**config.mk**
```make
export PLATFORM = sky130hd
export DESIGN_NAME = execute_stage
export DESIGN_NICKNAME = d
export VERILOG_FILES = /design/src/rtl/cpu_pkg.sv /design/src/rtl/alu.sv /design/src/rtl/var_reg.sv /design/src/rtl/execute_stage.sv
export SDC_FILE = /design/constraint.sdc
export NUM_CORES = 1
export LEC_CHECK = 0
export CAP_MARGIN = 20
export CORE_ASPECT_RATIO = 0.5
export CORE_MARGIN = 2
export CORE_UTILIZATION = 47
export DETAILED_ROUTE_END_ITERATION = 10
export PLACE_DENSITY_LB_ADDON = 0.1
export SLEW_MARGIN = 30
export SYNTH_ARGS = -nofsm -noshare
export SYNTH_HDL_FRONTEND = slang
export SYNTH_SLANG_ARGS = --single-unit
```
**constraint.sdc**
```tcl
create_clock -name clk -period 6.15 [get_ports clk]
set_clock_uncertainty 0.2 [all_clocks]
set_input_delay 0.9225 -clock clk [delete_from_list [all_inputs] [get_ports clk]]
set_output_delay 0.9225 -clock clk [all_outputs]
set_load 0.01 [all_outputs]
```
**src/rtl/cpu_pkg.sv**
```systemverilog
// Shared types and constants for the CPU pipeline: ALU opcodes, jump kinds
// and the bit positions of the architectural flags.
package cpu_pkg;

    localparam int DATA_W = 16;
    localparam int PC_W   = 32;

    typedef enum logic [3:0] {
        ALU_NOP  = 4'd0,
        ALU_MOV  = 4'd1,
        ALU_NOT  = 4'd2,
        ALU_INC  = 4'd3,
        ALU_DEC  = 4'd4,
        ALU_ADD  = 4'd5,
        ALU_SUB  = 4'd6,
        ALU_AND  = 4'd7,
        ALU_OR   = 4'd8,
        ALU_SHL  = 4'd9,
        ALU_SHR  = 4'd10,
        ALU_SETC = 4'd11,
        ALU_CLRC = 4'd12
    } alu_op_t;

    typedef enum logic [2:0] {
        JUMP_NONE = 3'd0,
        JUMP_JMP  = 3'd1,
        JUMP_JZ   = 3'd2,
        JUMP_JN   = 3'd3,
        JUMP_JC   = 3'd4
    } jump_t;

    localparam int FLAG_Z = 0;
    localparam int FLAG_N = 1;
    localparam int FLAG_C = 2;

endpackage

```
**src/rtl/alu.sv**
```systemverilog
// Combinational 16-bit ALU. Produces the result and the flag value the
// register would take if this operation is allowed to update flags.
module alu
    import cpu_pkg::*;
(
    input  logic [15:0] a,
    input  logic [15:0] b,
    input  logic [3:0]  shamt,
    input  logic [3:0]  op,
    input  logic [2:0]  flags_in,
    output logic [15:0] result,
    output logic [2:0]  flags_next
);

    alu_op_t     op_e;
    logic [16:0] wide;
    logic [16:0] shr_ext;
    logic        carry;
    logic        zn_update;

    always_comb begin
        op_e      = alu_op_t'(op);
        wide      = '0;
        shr_ext   = '0;
        carry     = flags_in[FLAG_C];
        zn_update = 1'b1;
        case (op_e)
            ALU_NOP:  zn_update = 1'b0;
            ALU_MOV:  wide = {1'b0, b};
            ALU_NOT:  wide = {1'b0, ~a};
            ALU_INC: begin
                wide  = {1'b0, a} + 17'd1;
                carry = wide[16];
            end
            ALU_DEC: begin
                wide  = {1'b0, a} - 17'd1;
                carry = wide[16];
            end
            ALU_ADD: begin
                wide  = {1'b0, a} + {1'b0, b};
                carry = wide[16];
            end
            // bit 16 of the 17-bit difference is the borrow
            ALU_SUB: begin
                wide  = {1'b0, a} - {1'b0, b};
                carry = wide[16];
            end
            ALU_AND:  wide = {1'b0, a & b};
            ALU_OR:   wide = {1'b0, a | b};
            ALU_SHL: begin
                wide = {1'b0, a} << shamt;
                if (shamt != 4'd0)
                    carry = wide[16];
            end
            // a guard bit below the LSB catches the last bit shifted out
            ALU_SHR: begin
                shr_ext = {a, 1'b0} >> shamt;
                wide    = {1'b0, shr_ext[16:1]};
                if (shamt != 4'd0)
                    carry = shr_ext[0];
            end
            ALU_SETC: begin
                carry     = 1'b1;
                zn_update = 1'b0;
            end
            ALU_CLRC: begin
                carry     = 1'b0;
                zn_update = 1'b0;
            end
            default:  zn_update = 1'b0;
        endcase

        result             = wide[15:0];
        flags_next         = flags_in;
        flags_next[FLAG_C] = carry;
        if (zn_update) begin
            flags_next[FLAG_Z] = (wide[15:0] == 16'd0);
            flags_next[FLAG_N] = wide[15];
        end
    end

endmodule

```
**src/rtl/var_reg.sv**
```systemverilog
// Generic pipeline register: synchronous active-high clear, load on enable.
module var_reg #(
    parameter int WIDTH = 16
) (
    input  logic             clk,
    input  logic             reset,
    input  logic             enable,
    input  logic [WIDTH-1:0] d,
    output logic [WIDTH-1:0] q
);

    always_ff @(posedge clk) begin
        if (reset)
            q <= '0;
        else if (enable)
            q <= d;
    end

endmodule

```
**src/rtl/execute_stage.sv**
```systemverilog
// Execute stage: ALU, architectural flag register, jump resolution and the
// EX/MEM pipeline buffer with stall/flush handling.
module execute_stage
    import cpu_pkg::*;
(
    input  logic        clk,
    input  logic        reset,
    input  logic        stall,
    input  logic        flush,
    input  logic [15:0] read_data1,
    input  logic [15:0] read_data2,
    input  logic [15:0] immediate,
    input  logic [3:0]  alu_op,
    input  logic        alu_src,
    input  logic        flag_enable,
    input  logic [2:0]  jump_type,
    input  logic [31:0] jump_target,
    input  logic        interrupt,
    input  logic        restore_flags_en,
    input  logic [2:0]  restore_flags,
    input  logic        memory_read,
    input  logic        memory_write,
    input  logic        memory_push,
    input  logic        memory_pop,
    input  logic [1:0]  memory_address_select,
    input  logic [1:0]  memory_write_src_select,
    input  logic        reg_write,
    input  logic [1:0]  wb_sel,
    input  logic        outport_enable,
    input  logic [2:0]  reg_write_address,
    input  logic [31:0] pc,
    input  logic [15:0] input_port,
    output logic        memory_read_out,
    output logic        memory_write_out,
    output logic        memory_push_out,
    output logic        memory_pop_out,
    output logic [1:0]  memory_address_select_out,
    output logic [1:0]  memory_write_src_select_out,
    output logic        reg_write_out,
    output logic [1:0]  wb_sel_out,
    output logic        outport_enable_out,
    output logic [2:0]  reg_write_address_out,
    output logic [31:0] pc_out,
    output logic [15:0] input_port_out,
    output logic [15:0] alu_value_out,
    output logic [15:0] read_data1_out,
    output logic [15:0] read_data2_out,
    output logic [15:0] LDM_value_out,
    output logic [2:0]  flags,
    output logic [2:0]  saved_flags,
    output logic        pc_choose_ex,
    output logic [31:0] pc_from_mux_ex
);

    localparam int DATA_BITS = 64;
    localparam int CTRL_BITS = 15;
    localparam int PASS_BITS = 48;

    logic [15:0] operand_b;
    logic [15:0] alu_result;
    logic [2:0]  alu_flags;

    assign operand_b = alu_src ? immediate : read_data2;

    alu u_alu (
        .a          (read_data1),
        .b          (operand_b),
        .shamt      (immediate[3:0]),
        .op         (alu_op),
        .flags_in   (flags),
        .result     (alu_result),
        .flags_next (alu_flags)
    );

    // Jump resolution against the flag register as it stands this cycle
    logic       jump_blocked;
    logic       cond_taken;
    logic       jump_taken;
    logic [2:0] clear_mask;

    assign jump_blocked = reset | stall | flush;

    always_comb begin
        cond_taken = 1'b0;
        jump_taken = 1'b0;
        clear_mask = '0;
        case (jump_t'(jump_type))
            JUMP_JMP: jump_taken = 1'b1;
            JUMP_JZ: begin
                cond_taken         = flags[FLAG_Z];
                clear_mask[FLAG_Z] = 1'b1;
            end
            JUMP_JN: begin
                cond_taken         = flags[FLAG_N];
                clear_mask[FLAG_N] = 1'b1;
            end
            JUMP_JC: begin
                cond_taken         = flags[FLAG_C];
                clear_mask[FLAG_C] = 1'b1;
            end
            default: ;
        endcase
        if (jump_blocked) begin
            cond_taken = 1'b0;
            jump_taken = 1'b0;
        end else begin
            jump_taken = jump_taken | cond_taken;
        end
    end

    assign pc_choose_ex   = jump_taken;
    assign pc_from_mux_ex = jump_blocked ? 32'd0 : jump_target;

    always_ff @(posedge clk) begin
        if (reset)
            flags <= '0;
        else if (restore_flags_en)
            flags <= restore_flags;
        else if (!(stall || flush)) begin
            if (flag_enable)
                flags <= alu_flags;
            else if (cond_taken)
                flags <= flags & ~clear_mask;
        end
    end

    // Snapshot ignores stall and captures the pre-update value
    always_ff @(posedge clk) begin
        if (reset)
            saved_flags <= '0;
        else if (interrupt)
            saved_flags <= flags;
    end

    // EX/MEM buffer: flush overrides stall by forcing a load of zeros
    logic                 buf_en;
    logic [DATA_BITS-1:0] data_d, data_q;
    logic [CTRL_BITS-1:0] ctrl_d, ctrl_q;
    logic [PASS_BITS-1:0] pass_d, pass_q;

    assign buf_en = flush | ~stall;

    assign data_d = flush ? '0 : {alu_result, read_data1, read_data2, immediate};
    assign ctrl_d = flush ? '0 : {memory_read, memory_write, memory_push, memory_pop,
                                  memory_address_select, memory_write_src_select,
                                  reg_write, wb_sel, outport_enable, reg_write_address};
    assign pass_d = flush ? '0 : {pc, input_port};

    var_reg #(.WIDTH(DATA_BITS)) u_data_reg (
        .clk    (clk),
        .reset  (reset),
        .enable (buf_en),
        .d      (data_d),
        .q      (data_q)
    );

    var_reg #(.WIDTH(CTRL_BITS)) u_ctrl_reg (
        .clk    (clk),
        .reset  (reset),
        .enable (buf_en),
        .d      (ctrl_d),
        .q      (ctrl_q)
    );

    var_reg #(.WIDTH(PASS_BITS)) u_pass_reg (
        .clk    (clk),
        .reset  (reset),
        .enable (buf_en),
        .d      (pass_d),
        .q      (pass_q)
    );

    assign {alu_value_out, read_data1_out, read_data2_out, LDM_value_out} = data_q;
    assign {memory_read_out, memory_write_out, memory_push_out, memory_pop_out,
            memory_address_select_out, memory_write_src_select_out,
            reg_write_out, wb_sel_out, outport_enable_out, reg_write_address_out} = ctrl_q;
    assign {pc_out, input_port_out} = pass_q;

endmodule

```
==> results of run 1 <==
[power groups by stage]
stage | Clock [mW] | Combinational [mW] | Sequential (mW)
finish | 1.15 | 0.848 | 0.915
global route | 1.19 | 0.879 | 0.917
CTS | 1.16 | 0.814 | 0.914
detailed placement | 0 | 0.805 | 0.932
global placement | 0 | 0.797 | 0.930
floorplan | 0 | 0.412 | 0.942
[kinds of logic after synthesis]
family	after synthesis
mux	72
flops	133
xor+xnor	19
simple gates	334
fa+ha+maj	57
buf+inv	163
compound gates	378
[flip-flops by register name (all words and copies together), names as in the netlist]
register	count
flags	3
saved_flags	3
u_ctrl_reg.q	15
u_data_reg.q	64
u_pass_reg.q	48
[layout make-up]
cell class,count,share of cell area (%)
Timing Repair Buffer,393,26.5
Clock inverter,13,1.54
Inverter,51,1.35
Clock buffer,19,3.04
Multi-Input combinational cell,860,46.4
Tap cell,273,2.40
Antenna cell,1,0.0176
Sequential cell,133,18.7
[routing by layer]
| metal | share of wire, % | up-vias | wire length [um] |
|---|---|---|---|
| li1 | - | 4992 | - |
| met1 | 40 | 5693 | 20000 |
| met4 | 3.9 | 0 | 1910 |
| met3 | 13 | 155 | 6640 |
| met2 | 42 | 941 | 21000 |
| met5 | 0 | - | 0 |
[per-stage QoR]
step | cells | utilization [%] | hold slack, ns | total power [mW] | instance area [um^2]
floorplan | 1156 | - | 0.283 | 1.35 | 9880
global placement | 1710 | 65.9 | 0.234 | 1.73 | 13600
CTS | 1742 | 69.0 | 0.257 | 2.89 | 14200
global route | 1743 | 69.1 | 0.288 | 2.99 | 14200
detailed placement | 1710 | 65.9 | 0.243 | 1.74 | 13600
finish | 1743 | 69.1 | 0.249 | 2.92 | 14200
[worst max-delay path, delay by kind of cell]
family	cells	cell delay (ns)
AO/OA/AOI/OAI	6	1.82
adder cells (fa/ha/maj)	1	0.45
buffers and inverters	2	0.98
multiplexers	1	0.43
AND/OR/NAND/NOR	3	1.03
[cells in the mapped netlist (10+ instances only)]
| cell | number | area share (%) |
|---|---|---|
| dfxtp_1 | 133 | 27 |
| a22o_1 | 104 | 9.2 |
| clkbuf_1 | 81 | 3.1 |
| nand2_1 | 67 | 2.5 |
| nor2_1 | 60 | 2.3 |
| o21ai_0 | 57 | 2.9 |
| ha_1 | 54 | 6.8 |
| inv_1 | 50 | 1.9 |
| a21oi_1 | 41 | 2.1 |
| mux2i_1 | 38 | 3.8 |
| nor3_1 | 37 | 1.9 |
| and2_1 | 36 | 2.3 |
| mux4_2 | 24 | 5.5 |
| nand3_1 | 22 | 1.1 |
| a211oi_1 | 21 | 1.6 |
| buf_2 | 21 | 1.1 |
| o22ai_1 | 18 | 1.1 |
| xnor2_1 | 16 | 1.4 |
| o211ai_1 | 15 | 1.1 |
| nand2b_1 | 14 | 0.89 |
| nor2b_1 | 14 | 0.89 |
| nor4_1 | 11 | 0.70 |
| o221ai_1 | 11 | 0.97 |
| a211o_1 | 10 | 0.89 |
| a31oi_1 | 10 | 0.63 |
| and3_1 | 10 | 0.63 |
| mux2_2 | 10 | 1.1 |
| nand4_1 | 10 | 0.63 |
| nor3b_1 | 10 | 0.76 |
[path summary, 6_finish.rpt]
kind                            slack, ns          endpoint        startpoint  cells past startpoint
worst max register to register       2.50          flags[0]          flags[0]                      9
worst max-delay path                 0.66          flags[0]           alu_src                     13
worst min-delay path                 0.25  u_data_reg.q[41]  u_data_reg.q[41]                      2
worst min register to register       0.25  u_data_reg.q[41]  u_data_reg.q[41]                      2
==> metrics.md, run 1 <==
| Metric | Value |
|---|---|
| Run status | `finished clean` |
| M1 GR Usage | `58.8%` |
| First-pass GRT wire length | `71,600 um` |
| Slowest CP cell | `clkdlybuf4s50_1` |
| Layout cells sized above 1 | `10.6%` |
| Synth Flop Type | `dfxtp_1` |
| Mapped cell area | `0.00988 mm^2` |
| Post-Synth Adder-Cell Area | `7.34%` |
| RSZ-0062 raised after global routing | `false` |
| Relative slew margins | `37.3%` |
| Final Hold Fails | `0` |
| Max FO, Critical Path | `11` |
| XOR/XNOR share of the synthesized area | `1.68%` |
| DRT iter0 DRCs | `1,790` |
| # clock sinks | `133` |
| Area grow syn2layout | `44.0%` |
| VDD IR max | `0.000174 V` |
| Post-route setup slack | `0.657 ns` |
| Met3 Usage GRT | `12.7%` |
| Syn_nets | `1,373` |
| Max Clk Rate | `182 MHz` |
| Post-synthesis sequential area ratio | `26.9%` |
| DRC | `0` |
| Initial antenna violation count | `1` |
| Die Y-Extent | `107 um` |
| Root Buffer Master | `clkbuf_16` |
| Vias in the first global route | `10,800` |
| Max-Cap Viols | `0` |
| Synth Area in Compound Gates | `28.6%` |
| YS warnings | `0` |
| # port buffers | `326` |
| Async set-reset flop share out of synthesis | `0%` |
| Slew @ Worst Pin | `0.917 ns` |
| Die width | `209 um` |
| Logic pwr share | `29.1%` |
| Row cnt | `37` |
| Largest family of logic cells by synthesized area | `compound AO/OA/AOI/OAI gates` |
| Worst setup SP type | `input pin` |
| Post-synth EDFFs | `0` |
| Final setup viols | `0` |
| Clock Tree Buf Depth | `2` |
| Pre-antenna DRT Iters | `10` |
| Commonest non-fill, non-tap cell in the layout | `clkdlybuf4s50_1` |
| GRT Residual Overflow | `0` |
| Sw Share | `31.4%` |
| Worst slack at placement | `0.336 ns` |
| Post-DP HPWL | `37,200 um` |
| # nets final | `1,673` |
| CTS Buf Count | `17` |
| Most frequent cells in the layout | `clkdlybuf4s50_1 (323), dfxtp_1 (133), a22o_1 (104)` |
| Period utilization | `89.3%` |
| GR peak layer | `met2` |
| NetSw | `0.916 mW` |
| Area occupied by multi-input gates | `0.00660 mm^2` |
| Setup TNS | `0 ns` |
| Arrival time worst endpoint | `5.62 ns` |
| Pwr Density | `205 mW/mm^2` |
| Postcts setup bufs | `0` |
| GRT met2 Usage | `65.0%` |
| FF/Latch Area | `0.00266 mm^2` |
| # IOs | `327` |
| Hold Buf Count CTS | `0` |
| Clock latency on the worst-skew pair | `0.42 ns` |
| Max H-tree Level | `4` |
| CP Cell Sequence | `clkdlybuf4s50_1, buf_4, mux2i_1, ha_1, nor3b_1, a211oi_1, a21oi_1, nor2_1, a221o_1, a2111oi_0, o2111ai_1, or4_1, o41ai_2` |
| Crit Path Class | `in -> reg` |
| Clk pwr share | `39.6%` |
| Mean Syn Cell Area | `8.55 um^2` |
| Area of the die | `0.0223 mm^2` |
| Antenna-violating nets left | `0` |
| Routed wire length | `49,600 um` |
| Via Count | `11,800` |
| Fill cells | `1,625` |
| CTS tree | `built` |
| Static Leak | `5.55 nW` |
| Initial core utilization | `48.0%` |
| Clk slew on worst S/H paths | `0.06 ns` |
| Distinct cell type count after synthesis | `86` |
| CP Capture Type | `register` |
| Flop pwr share | `31.4%` |
| Req. time, crit path | `6.28 ns` |
| CTS resizes | `0` |
| Internal | `2.00 mW` |
| Vias per inst | `6.76` |
| Max incr delay on CP | `0.68 ns` |
| Routability cong. | `1.07` |
| Largest net degree at the start of global routing | `117` |
| Wire per inst | `28.4 um` |
| Worst min-delay path class | `reg -> reg` |
| Synth Area in Simple Gates | `18.4%` |
| Total track usage | `43.2%` |
| Slew Limit Fails | `0` |
| Proportion of synthesized area in mux cells | `10.5%` |
| Cell count after synthesis | `1,156` |
| Yosys reg bits | `133` |
| Area of the core | `0.0206 mm^2` |
| Crit path time final | `5.49 ns` |
(Power assumes the default switching activity.)
==> run 2: changes to the inputs <==
--- a/config.mk
+++ b/config.mk
@@ -8,8 +8,9 @@
 export CAP_MARGIN = 20
 export CORE_ASPECT_RATIO = 0.5
 export CORE_MARGIN = 2
-export CORE_UTILIZATION = 47
+export CORE_UTILIZATION = 65
 export DETAILED_ROUTE_END_ITERATION = 10
+export DONT_BUFFER_PORTS = 1
 export PLACE_DENSITY_LB_ADDON = 0.1
 export SLEW_MARGIN = 30
 export SYNTH_ARGS = -nofsm -noshare
==> metrics.md, run 2 (synthesis gave the netlist of run 1 again) <==
| Metric | Value |
|---|---|
| Clk pwr share | `41.2%` |
| Period utilization | `76.8%` |
| CP Capture Type | `register` |
| # port buffers | `0` |
| # nets final | `1,292` |
| Non-Filler Instances | `1,285` |
| Setup TNS | `0 ns` |
| Final instance area | `0.0104 mm^2` |
| DRT iter0 DRCs | `1,688` |
| Pre-antenna DRT Iters | `6` |
| Req. time, crit path | `6.27 ns` |
| Run status | `finished clean` |
| NetSw | `0.792 mW` |
| Via Count | `10,200` |
| Routed wire length | `41,700 um` |
| Worst min-delay path class | `reg -> reg` |
| Most frequent cells in the layout | `dfxtp_1 (133), a22o_1 (104), nand2_1 (67)` |
| Pwr Density | `241 mW/mm^2` |
| Largest net degree at the start of global routing | `86` |
| Crit path time final | `4.72 ns` |
| N_diodes | `0` |
| Max incr delay on CP | `0.63 ns` |
| Max-Cap Viols | `0` |
| CTS tree | `built` |
| # clock sinks | `133` |
| Clock Tree Buf Depth | `2` |
| Routability cong. | `1.10` |
| RSZ-0062 raised after global routing | `false` |
| Initial antenna violation count | `1` |
| Postcts setup bufs | `0` |
| Relative slew margins | `30.6%` |
| Biggest register | `u_data_reg.q` |
| Flop pwr share | `37.5%` |
| Max Clk Rate | `212 MHz` |
| Wire per inst | `32.5 um` |
| Vias per inst | `7.97` |
| Final setup viols | `0` |
| Max FO, Critical Path | `16` |
| Crit Path Class | `in -> reg` |
| Clock latency on the worst-skew pair | `0.41 ns` |
| GRT Residual Overflow | `0` |
| Internal | `1.70 mW` |
| Max H-tree Level | `4` |
| Clk slew on worst S/H paths | `0.06 ns` |
| Antenna-violating nets left | `0` |
| Layout cells sized above 1 | `8.65%` |
| Vias in the first global route | `9,053` |
| Initial core utilization | `67.4%` |
| CTS Buf Count | `17` |
| Root Buffer Master | `clkbuf_16` |
| Slew Limit Fails | `0` |
| Static Leak | `4.04 nW` |
| Post-DP HPWL | `31,000 um` |
| Inst Count DP | `1,254` |
| Logic pwr share | `21.3%` |
| Slowest CP cell | `a2111oi_0` |
| Final Hold Fails | `0` |
| Row cnt | `31` |
| First-pass GRT wire length | `59,700 um` |
| WHS | `0.315 ns` |
| Sw Share | `31.7%` |
| DRC | `0` |
| Area grow syn2layout | `4.76%` |
| CP Cell Sequence | `mux2i_1, ha_1, a211oi_1, nor4b_1, o32a_1, a221o_1, a2111oi_0, o2111ai_1, or4_1, o41ai_2` |
| Die Y-Extent | `91.2 um` |
| Biggest regs | `u_data_reg.q (64), u_pass_reg.q (48), u_ctrl_reg.q (15)` |
| Commonest non-fill, non-tap cell in the layout | `dfxtp_1` |
| Area of the die | `0.0163 mm^2` |
| Area post-placement | `0.00978 mm^2` |
| Die width | `178 um` |
| # IOs | `327` |
| Arrival time worst endpoint | `4.84 ns` |
| Slew @ Worst Pin | `1.04 ns` |
| Worst setup SP type | `input pin` |
| Max FFs per register | `64` |
| Area of the core | `0.0147 mm^2` |
| Total track usage | `49.6%` |
| CTS resizes | `0` |
| Hold Buf Count CTS | `0` |
| VDD IR max | `0.000195 V` |
-- run 2: cell count changes in the layout (fill, tap and decap cells not counted), moves of 2 or more --
cell / change
bufinv_16: -3
nor4b_1: +2
clkdlybuf4s50_1: -323
nor4b_2: -2
buf_12: -2
buf_4: -53
clkinvlp_4: +2
buf_2: -3
-- run 2: critical path: cells and delay by family --
family                   cells  cell delay [ns]
adder cells (fa/ha/maj)      1             0.37
AND/OR/NAND/NOR              2             0.68
AO/OA/AOI/OAI                6             2.35
multiplexers                 1             0.50
-- run 2: cell type report --
cell class                 count  area (um^2)
sequential                   133         2660
clock buffer                  18          429
clock inverter                13          149
timing repair buffer          12         90.1
multi-input combinational    860         6590
fill                        1122         4310
tap                          198          248
inverter                      51          191
-- run 2: final timing paths --
check / slack [ns] / end / start / cells after the start
setup / recovery: 1.43 / flags[0] / alu_src / 10
hold / removal: 0.31 / u_data_reg.q[1] / u_data_reg.q[1] / 2
setup reg to reg: 2.67 / flags[0] / flags[0] / 9
hold reg to reg: 0.31 / u_data_reg.q[1] / u_data_reg.q[1] / 2
-- run 2: routing by layer --
metal	vias to the layer above	GRT usage [%]	wire, um
met1	4881	66.8	15700
met4	0	13.8	1410
met5	-	0	0
met3	142	26.7	8020
met2	985	67.8	16600
li1	4228	-	-
-- run 2: stage by stage --
step                      util, %  setup slack (ns)  total power [mW]
after detailed placement     66.7              1.10              1.45
after floorplan                 -             0.905              1.35
after CTS                    70.6              1.51              2.46
after global routing         70.6              1.09              2.56
final                        70.6              1.43              2.50
after global placement       66.7              1.27              1.44
-- run 2: power by group through the flow --
stage               combinational, mW  clock, mW  sequential [mW]
detailed placement              0.496          0            0.954
floorplan                       0.412          0            0.942
CTS                             0.501       1.03            0.935
global placement                0.491          0            0.953
finish                          0.531       1.03            0.936
global route                    0.555       1.06            0.938
==> run 3: changes to the inputs <==
--- a/config.mk
+++ b/config.mk
@@ -8,7 +8,7 @@
 export CAP_MARGIN = 20
 export CORE_ASPECT_RATIO = 0.5
 export CORE_MARGIN = 2
-export CORE_UTILIZATION = 65
+export CORE_UTILIZATION = 59
 export DETAILED_ROUTE_END_ITERATION = 10
 export DONT_BUFFER_PORTS = 1
 export PLACE_DENSITY_LB_ADDON = 0.1
==> constraint.sdc (replaced) <==
create_clock -name clk -period 4.32 [get_ports clk]
set_clock_uncertainty 0.2 [all_clocks]
set_input_delay 0.648 -clock clk [delete_from_list [all_inputs] [get_ports clk]]
set_output_delay 0.648 -clock clk [all_outputs]
set_load 0.01 [all_outputs]
==> metrics.md, run 3 (synthesis gave the netlist of run 1 again) <==
| Metric | Value |
|---|---|
| # IOs | `327` |
| Pre-antenna DRT Iters | `6` |
| Slew Limit Fails | `0` |
| Commonest non-fill, non-tap cell in the layout | `dfxtp_1` |
| DRT iter0 DRCs | `1,791` |
| Worst min-delay path class | `in -> reg` |
| CTS resizes | `0` |
| Antenna-violating nets left | `0` |
| Period utilization | `95.3%` |
| Postcts setup bufs | `0` |
| Area of the die | `0.0179 mm^2` |
| Worst Path Buf+Inv | `3` |
| GRT met2 Usage | `63.7%` |
| Initial antenna violation count | `2` |
| Max Clk Rate | `243 MHz` |
| Via Count | `10,400` |
| CP Capture Type | `register` |
| Req. time, crit path | `4.46 ns` |
| DRC | `0` |
| Final instance area | `0.0110 mm^2` |
| CP delay by family, top | `simple AND/OR/NAND/NOR gates` |
| # port buffers | `0` |
| CTS Buf Count | `17` |
| Max incr delay on CP | `0.51 ns` |
| Routed wire length | `42,700 um` |
| Die Y-Extent | `95.5 um` |
| Post-DP HPWL | `31,600 um` |
| Vias in the first global route | `9,148` |
| Max FFs per register | `64` |
| Root Buffer Master | `clkbuf_16` |
| Relative slew margins | `38.2%` |
| GR peak layer | `met2` |
| Wire per inst | `31.0 um` |
| CP Cell Sequence | `mux2i_2, inv_1, ha_2, inv_1, fa_1, nor2b_1, o311ai_2, buf_4, a211o_1, nand3b_1, xor2_1, a211o_1, or4_1, or4_1, o41ai_2` |
| Initial core utilization | `60.3%` |
| Setup TNS | `0 ns` |
| Final Hold Fails | `0` |
| Total track usage | `45.6%` |
| Most frequent cells in the layout | `dfxtp_1 (133), a22o_1 (104), buf_4 (73)` |
| Biggest register | `u_data_reg.q` |
| Crit path time final | `4.12 ns` |
| Clk slew on worst S/H paths | `0.07 ns` |
| Max-Cap Viols | `0` |
| GRT Residual Overflow | `0` |
| Worst setup SP type | `input pin` |
| Final setup viols | `0` |
| Fill cells | `1,357` |
| Clock latency on the worst-skew pair | `0.43 ns` |
| Largest net degree at the start of global routing | `78` |
| FF/Latch Area | `0.00266 mm^2` |
| Vias per inst | `7.55` |
| M1 GR Usage | `62.7%` |
| Run status | `finished clean` |
| Crit Path Class | `in -> reg` |
| # clock sinks | `133` |
| Layout cells sized above 1 | `14.5%` |
| Arrival time worst endpoint | `4.26 ns` |
| Slowest CP cell | `or4_1` |
| Max FO, Critical Path | `16` |
| Row cnt | `33` |
| Area occupied by multi-input gates | `0.00666 mm^2` |
| VDD IR max | `0.000288 V` |
| Area of the core | `0.0164 mm^2` |
| Area grow syn2layout | `11.0%` |
| Static Leak | `4.36 nW` |
| Worst r2r src | `flags[0]` |
| CTS tree | `built` |
| Hold Buf Count CTS | `0` |
| Biggest regs | `u_data_reg.q (64), u_pass_reg.q (48), u_ctrl_reg.q (15)` |
| Met3 Usage GRT | `19.3%` |
| # nets final | `1,354` |
| Crit path from | `alu_src` |
| First-pass GRT wire length | `60,400 um` |
| Clock Tree Buf Depth | `2` |
| Die width | `187 um` |
| Hold Startpoint | `reset` |
| Pwr Density | `335 mW/mm^2` |
| RSZ-0062 raised after global routing | `false` |
| Routability cong. | `1.06` |
| Area post-placement | `0.0104 mm^2` |
| Slew @ Worst Pin | `0.927 ns` |
| Max H-tree Level | `4` |
## run 3: worst paths after layout
| path | end | slack, ns | cells after the start |
|---|---|---|---|
| setup / recovery | flags[0] | 0.20 | 15 |
| hold / removal | saved_flags[2] | 0.08 | 1 |
| setup reg to reg | flags[0] | 0.75 | 9 |
| hold reg to reg | u_data_reg.q[36] | 0.31 | 2 |
## run 3: cell type report
| cell class | instances | area share [%] |
|---|---|---|
| Tap cell | 227 | 2.59 |
| Multi-Input combinational cell | 860 | 60.7 |
| Clock buffer | 17 | 3.88 |
| Timing Repair Buffer | 74 | 5.18 |
| Sequential cell | 133 | 24.3 |
| Antenna cell | 1 | 0.0228 |
| Inverter | 51 | 1.75 |
| Clock inverter | 15 | 1.63 |
## run 3: where the power goes
group | switching (mW) | internal, mW
registers | 0.0598 | 1.27
clock network | 0.685 | 0.831
logic | 0.466 | 0.365
total | 1.21 | 2.47
## run 3: metal layers
layer	share of wire, %	up-vias
met5	0.094	-
met1	40	5012
li1	-	4352
met3	17	124
met2	40	909
met4	3.0	2
## run 3: through the flow
step | cells | worst slack, ns | utilization [%] | total power, mW | hold WS [ns]
5_1_grt | 1377 | 0.0497 | 66.9 | 3.77 | 0.0841
3_3_place_gp | 1345 | -0.0623 | 63.2 | 2.13 | 0.301
4_1_cts | 1377 | 0.262 | 66.9 | 3.63 | 0.0811
3_5_place_dp | 1345 | -0.158 | 63.2 | 2.14 | 0.307
6_report | 1378 | 0.204 | 66.9 | 3.68 | 0.0794
2_1_floorplan | 1156 | 0.0219 | - | 1.94 | 0.283
==> edit 1, RTL diff (config.mk and constraints of run 1) <==
Remove the case item `ALU_SHR` of the case on `op_e`.
--- a/src/rtl/alu.sv
+++ b/src/rtl/alu.sv
@@ -54,10 +54,4 @@
             end
             // a guard bit below the LSB catches the last bit shifted out
-            ALU_SHR: begin
-                shr_ext = {a, 1'b0} >> shamt;
-                wide    = {1'b0, shr_ext[16:1]};
-                if (shamt != 4'd0)
-                    carry = shr_ext[0];
-            end
             ALU_SETC: begin
                 carry     = 1'b1;
Behaviour: not the same (Yosys sat finds a counterexample within 4 cycles, from zero or initial values and one cycle with reset high).
==> edit 1 against run 1 <==
Die area shrank 9.9%. Final area shrank 10%. Routed wire length down 19%. Fmax increased by 11%. Critical path depth unchanged. Largest power group unchanged. First-iteration DRC count decreased by 29%. Synthesized area down 10%. Setup slack improved by 0.54 ns. Highest routed layer is now met5. Sequential cell count stayed put. Non-clock buffer count shrank 48. Power shrank 9.4%.
==> edit 1: results (changes against run 1) <==
| Metric | Value |
|---|---|
| Post-synth top flop | dfxtp_1 |
| Maximum number of pins on one net before global-route repair | 101 (-14%) |
| Compound-cell area share of the yosys netlist | 0.297 (+0.0105) |
| Met3 usage | 0.0992 (-0.0281) |
| Vias | 9941 (-16%) |
| Post-synthesis cell type count | 98 (+14%) |
| Met1 global-route usage | 0.523 (-0.0645) |
| Filler Cells Inserted | 1487 (-8.5%) |
| Number of levels the H-tree was split into | 4 (unchanged) |
| Gp weighted congestion | 1.06 (-1.1%) |
| Dpl ws | 0.904 ns (+0.568 ns) |
| Result of the run | finished, final reports clean |
| Pint | 1.82 mW (-9.2%) |
| Top area cells in the synthesized netlist | dfxtp_1 (30%), a22o_1 (9.9%), ha_1 (7.6%) |
| Share of final-layout standard cells stronger than drive strength 1 | 0.0733 (-0.0322) |
| Worst min-delay path category | flop to flop |
| Number of stages on the worst hold path | 2 (unchanged) |
| Adder and majority cell fraction of the synthesized area | 0.0806 (+0.00720) |
| HPWL Detailed | 30.8 mm (-17%) |
| Crit path max fanout | 15 (+4) |
| Post-Syn Nets | 1237 (-9.9%) |
| Layout overhead on the synthesized area | 43.7% |
| Maximum vdd drop | 169 uV (-3.0%) |
| Share of cell area taken by muxes after synthesis | 0.0592 (-0.0454) |
| Number of antenna violations at the first check in global routing | 2 (+1) |
| Data arrival time of the critical path | 5.07 ns (-0.55 ns) |
| Routed wire length per instance | 25.5 um (-10%) |
| Number of DRC violations after detailed-routing iteration 0 | 1275 (-29%) |
| Post-synthesis area per instance | 8.70 um^2 (+1.8%) |
| Vias in the first global route | 9007 (-17%) |
| Sequential fraction of the synthesis area | 0.300 (+0.0306) |
| Remaining max-slew budget at the tightest pin | 0.346 (-0.0272) |
| Standard cell area after detailed placement | 0.0122 mm^2 (-10%) |
| Net total in the final layout | 1515 (-9.4%) |
| Via density | 6.34 (-6.3%) |
| Detailed-router iteration count before antenna repair | 6 (-4) |
| First-pass GRT wire length | 57.7 mm (-19%) |
| Ant. Diodes | 0 (-1) |
| Ranking of synthesized cells by instance count | dfxtp_1 (133), a22o_1 (100), nand2_1 (70) |
| Leakage power summed over all cells | 4.97 nW (-11%) |
| All-Layer GR Usage | 0.386 (-0.0463) |
| Number of setup buffers added after CTS | 0 (unchanged) |
| Clk root buf | clkbuf_16 |
| Fraction of synthesized cell area in xor and xnor cells | 0.0187 (+0.00191) |
| Registers with the most flip-flops | u_data_reg.q: 64 flops, u_pass_reg.q: 48 flops, u_ctrl_reg.q: 15 flops |
| Met2 global-route usage | 0.603 (-0.0468) |
edit 1: cell families after synthesis:
kind of cell	Yosys count
buffers and inverters	137
xor gates and xnor gates	19
AOI/OAI and AO/OA	355
DFF	133
adders and majority gates	56
muxes	41
and+or+nand+nor	279
edit 1: power groups by stage:
stage	clock network, mW	logic [mW]	registers [mW]
5_1_grt	1.07	0.741	0.914
2_1_floorplan	0	0.359	0.941
3_3_place_gp	0	0.673	0.928
4_1_cts	1.03	0.685	0.911
3_5_place_dp	0	0.680	0.930
6_report	1.02	0.707	0.912
edit 1: final cells by class:
cell class,count,share of cell area
timing repair buffer,345,0.267
inverter,51,0.0151
sequential,133,0.209
clock buffer,18,0.0337
multi-input combinational,750,0.438
clock inverter,13,0.0118
tap,259,0.0254
edit 1: critical path, stage by stage:
cell and delay (ns):
clkdlybuf4s50_1 0.56, buf_4 0.33, mux2i_1 0.46, ha_1 0.38, nand2b_1 0.20, a211oi_2 0.26
o22ai_1 0.20, o31ai_2 0.39, a21boi_0 0.19, a221o_1 0.38, a2111oi_4 0.40, nand4_1 0.15
o31ai_2 0.24
edit 1: final timing paths:
kind                                                     from                             to  slack, ns
worst max-delay path                                  alu_src          flags[0]$_SDFFE_PP0P_       1.20
worst min-delay path            u_data_reg.q[41]$_SDFFE_PP0P_  u_data_reg.q[41]$_SDFFE_PP0P_       0.25
worst max register to register          flags[0]$_SDFFE_PP0P_          flags[0]$_SDFFE_PP0P_       3.92
worst min register to register  u_data_reg.q[41]$_SDFFE_PP0P_  u_data_reg.q[41]$_SDFFE_PP0P_       0.25
edit 1: layer usage:
metal,part of all wire,vias to the layer above
met5,0.00060,-
met2,0.44,642
li1,-,4372
met1,0.42,4813
met3,0.11,110
met4,0.036,4
==> edit 2, RTL diff (flow settings as in run 1) <==
Made on the original files. Register the output `flags` once more, without a reset; this adds one clock of latency there. The other outputs are not delayed to match.
--- a/src/rtl/execute_stage.sv
+++ b/src/rtl/execute_stage.sv
@@ -57,4 +57,6 @@
     localparam int PASS_BITS = 48;
 
+    logic [2:0] flags_s0;
+
     logic [15:0] operand_b;
     logic [15:0] alu_result;
@@ -68,5 +70,5 @@
         .shamt      (immediate[3:0]),
         .op         (alu_op),
-        .flags_in   (flags),
+        .flags_in   (flags_s0),
         .result     (alu_result),
         .flags_next (alu_flags)
@@ -88,13 +90,13 @@
             JUMP_JMP: jump_taken = 1'b1;
             JUMP_JZ: begin
-                cond_taken         = flags[FLAG_Z];
+                cond_taken         = flags_s0[FLAG_Z];
                 clear_mask[FLAG_Z] = 1'b1;
             end
             JUMP_JN: begin
-                cond_taken         = flags[FLAG_N];
+                cond_taken         = flags_s0[FLAG_N];
                 clear_mask[FLAG_N] = 1'b1;
             end
             JUMP_JC: begin
-                cond_taken         = flags[FLAG_C];
+                cond_taken         = flags_s0[FLAG_C];
                 clear_mask[FLAG_C] = 1'b1;
             end
@@ -114,12 +116,12 @@
     always_ff @(posedge clk) begin
         if (reset)
-            flags <= '0;
+            flags_s0 <= '0;
         else if (restore_flags_en)
-            flags <= restore_flags;
+            flags_s0 <= restore_flags;
         else if (!(stall || flush)) begin
             if (flag_enable)
-                flags <= alu_flags;
+                flags_s0 <= alu_flags;
             else if (cond_taken)
-                flags <= flags & ~clear_mask;
+                flags_s0 <= flags_s0 & ~clear_mask;
         end
     end
@@ -130,5 +132,5 @@
             saved_flags <= '0;
         else if (interrupt)
-            saved_flags <= flags;
+            saved_flags <= flags_s0;
     end
 
@@ -177,4 +179,8 @@
     assign {pc_out, input_port_out} = pass_q;
 
+    always_ff @(posedge clk) begin
+        flags <= flags_s0;
+    end
+
 endmodule
 
Formal check against the unedited RTL: not equivalent (a bounded check fails within 4 cycles, from zero or initial values and one cycle with reset high).
==> edit 2 against run 1 <==
Final cell count shrank 0.46%. Power decreased by 4.7%. Synthesized area is 0.94% lower. Core utilization is 1.8 points lower. Final area fell by 3.0%. Routed wire length down 6.0%. Sequential cell count is 3 higher. Setup slack improved by 0.014 ns. First-iteration DRC count down 12%. Critical path type unchanged.
==> edit 2: results (changes against run 1) <==
| Metric | Value |
|---|---|
| Result of the run | finished, final reports clean |
| Routed wire length per instance | 26.9 um (-5.6%) |
| Largest Register | u_data_reg.q |
| Dpl ws | 0.536 ns (+0.200 ns) |
| Ranking of synthesized cells by instance count | dfxtp_1 (136), a22o_1 (99), nor2_1 (80), o21ai_0 (80), nand2_1 (77) |
| Filler Cells Inserted | 1685 (+3.7%) |
| Met3 usage | 0.104 (-0.0236) |
| Worst slew pin tran | 1.04 ns (+0.120 ns) |
| Detailed-router iteration count before antenna repair | 6 (-4) |
| Maximum vdd drop | 144 uV (-18%) |
| Max Freq | 0.183 GHz (+0.26%) |
| Source of the critical timing path | alu_src |
| Post-Syn Nets | 1382 (+0.66%) |
| Data arrival time of the critical path | 5.62 ns (about the same) |
| Gp weighted congestion | 1.05 (-1.7%) |
| Worst setup path end | flags_s0[0]$_SDFFE_PP0P_ |
| First-pass GRT wire length | 68.2 mm (-4.7%) |
| Number of DRC violations after detailed-routing iteration 0 | 1582 (-12%) |
| Standard cell area after detailed placement | 0.0132 mm^2 (-2.7%) |
| Worst reg-to-reg setup slack | 3.61 ns (+1.11 ns) |
| Crit path max fanout | 10 (-1) |
| Sequential fraction of the synthesis area | 0.278 (+0.00868) |
| Reg2Reg Depth | 9 (unchanged) |
| Leakage power summed over all cells | 5.46 nW (-1.7%) |
| Post-synthesis area per instance | 8.41 um^2 (-1.7%) |
| Vias in the first global route | 10400 (-4.0%) |
| Via density | 6.47 (-4.2%) |
| Non-filler cells in the finished layout | 1735 (-0.46%) |
| Top area cells in the synthesized netlist | dfxtp_1 (28%), a22o_1 (8.9%), ha_1 (6.9%) |
| All-Layer GR Usage | 0.410 (-0.0221) |
| Share of final-layout standard cells stronger than drive strength 1 | 0.0808 (-0.0247) |
| Startpoint of the worst-slack reg-to-reg timing path | flags_s0[0]$_SDFFE_PP0P_ |
| HPWL Detailed | 35.9 mm (-3.3%) |
| Met2 global-route usage | 0.627 (-0.0227) |
| Destination of the worst register-to-register timing path | flags_s0[0]$_SDFFE_PP0P_ |
| Port Buffers | 326 (unchanged) |
| Maximum number of pins on one net before global-route repair | 101 (-14%) |
| Met1 global-route usage | 0.565 (-0.0224) |
[edit 2: changes by cell type in the layout (fill, tap and decap cells not counted), moves of 9 or more]
| cell | run 1 | this run |
|---|---|---|
| buf_4 | 65 | 39 |
| nor3_1 | 36 | 27 |
| nand3_1 | 22 | 33 |
| mux4_2 | 24 | 13 |
| nand2_1 | 67 | 77 |
| mux2i_1 | 38 | 51 |
| o21ai_0 | 57 | 80 |
| nor2_1 | 60 | 80 |
[edit 2: critical path: stages]
cell and delay [ns]:
clkdlybuf4s50_1 0.82, buf_4 0.35, mux2i_1 0.56, ha_1 0.37
o21ba_2 0.24, nor4_1 0.35, or2_1 0.22, a211oi_1 0.10
a21oi_1 0.14, a21boi_0 0.12, a2111oi_0 0.74, nand4_1 0.33
o41ai_2 0.36
[edit 2: how the worst min path moves through the flow]
stage                                        start                to  slack, ns  cells past startpoint
after floorplan           flags_s0[1]$_SDFFE_PP0P_  flags[1]$_DFF_P_       0.16                      0
after CTS                 flags_s0[1]$_SDFFE_PP0P_  flags[1]$_DFF_P_       0.20                      0
after global placement    flags_s0[1]$_SDFFE_PP0P_  flags[1]$_DFF_P_       0.19                      0
after global routing      flags_s0[1]$_SDFFE_PP0P_  flags[1]$_DFF_P_       0.21                      0
after detailed placement  flags_s0[1]$_SDFFE_PP0P_  flags[1]$_DFF_P_       0.20                      0
final                     flags_s0[1]$_SDFFE_PP0P_  flags[1]$_DFF_P_       0.20                      0
[edit 2: layout make-up]
| cell class | count | share of cell area |
|---|---|---|
| antenna | 1 | 0.000181 |
| clock buffer | 18 | 0.0318 |
| clock inverter | 14 | 0.0113 |
| inverter | 53 | 0.0144 |
| multi-input combinational | 874 | 0.462 |
| sequential | 136 | 0.197 |
| tap | 273 | 0.0247 |
| timing repair buffer | 366 | 0.258 |
[edit 2: layer usage]
layer	share of wire	routed length (um)
met5	0.00028	13
met4	0.033	1550
met3	0.12	5600
met2	0.43	20000
met1	0.42	19400
[edit 2: power breakdown]
part	internal (mW)	switching (mW)	total [mW]	leakage, nW
clock	0.588	0.462	1.05	0.298
sequential	0.913	0.0201	0.933	1.11
combinational	0.353	0.443	0.796	4.05
[edit 2: metrics by stage]
step / hold WS [ns] / util
final: 0.203 / 0.673
after global routing: 0.209 / 0.673
after CTS: 0.204 / 0.673
after detailed placement: 0.196 / 0.644
after global placement: 0.189 / 0.644
after floorplan: 0.163 / -
[edit 2: logic make-up (layout without fill, tap and decap cells)]
kind of cell    Yosys count  count (layout)  synth area share
xor+xnor                 23              23            0.0206
compound gates          378             378             0.280
flops                   136             136             0.278
fa+ha+maj                57              57            0.0741
other cells               0               1                 0
mux                      75              75            0.0947
buf+inv                 155             451            0.0718
simple gates            341             341             0.180
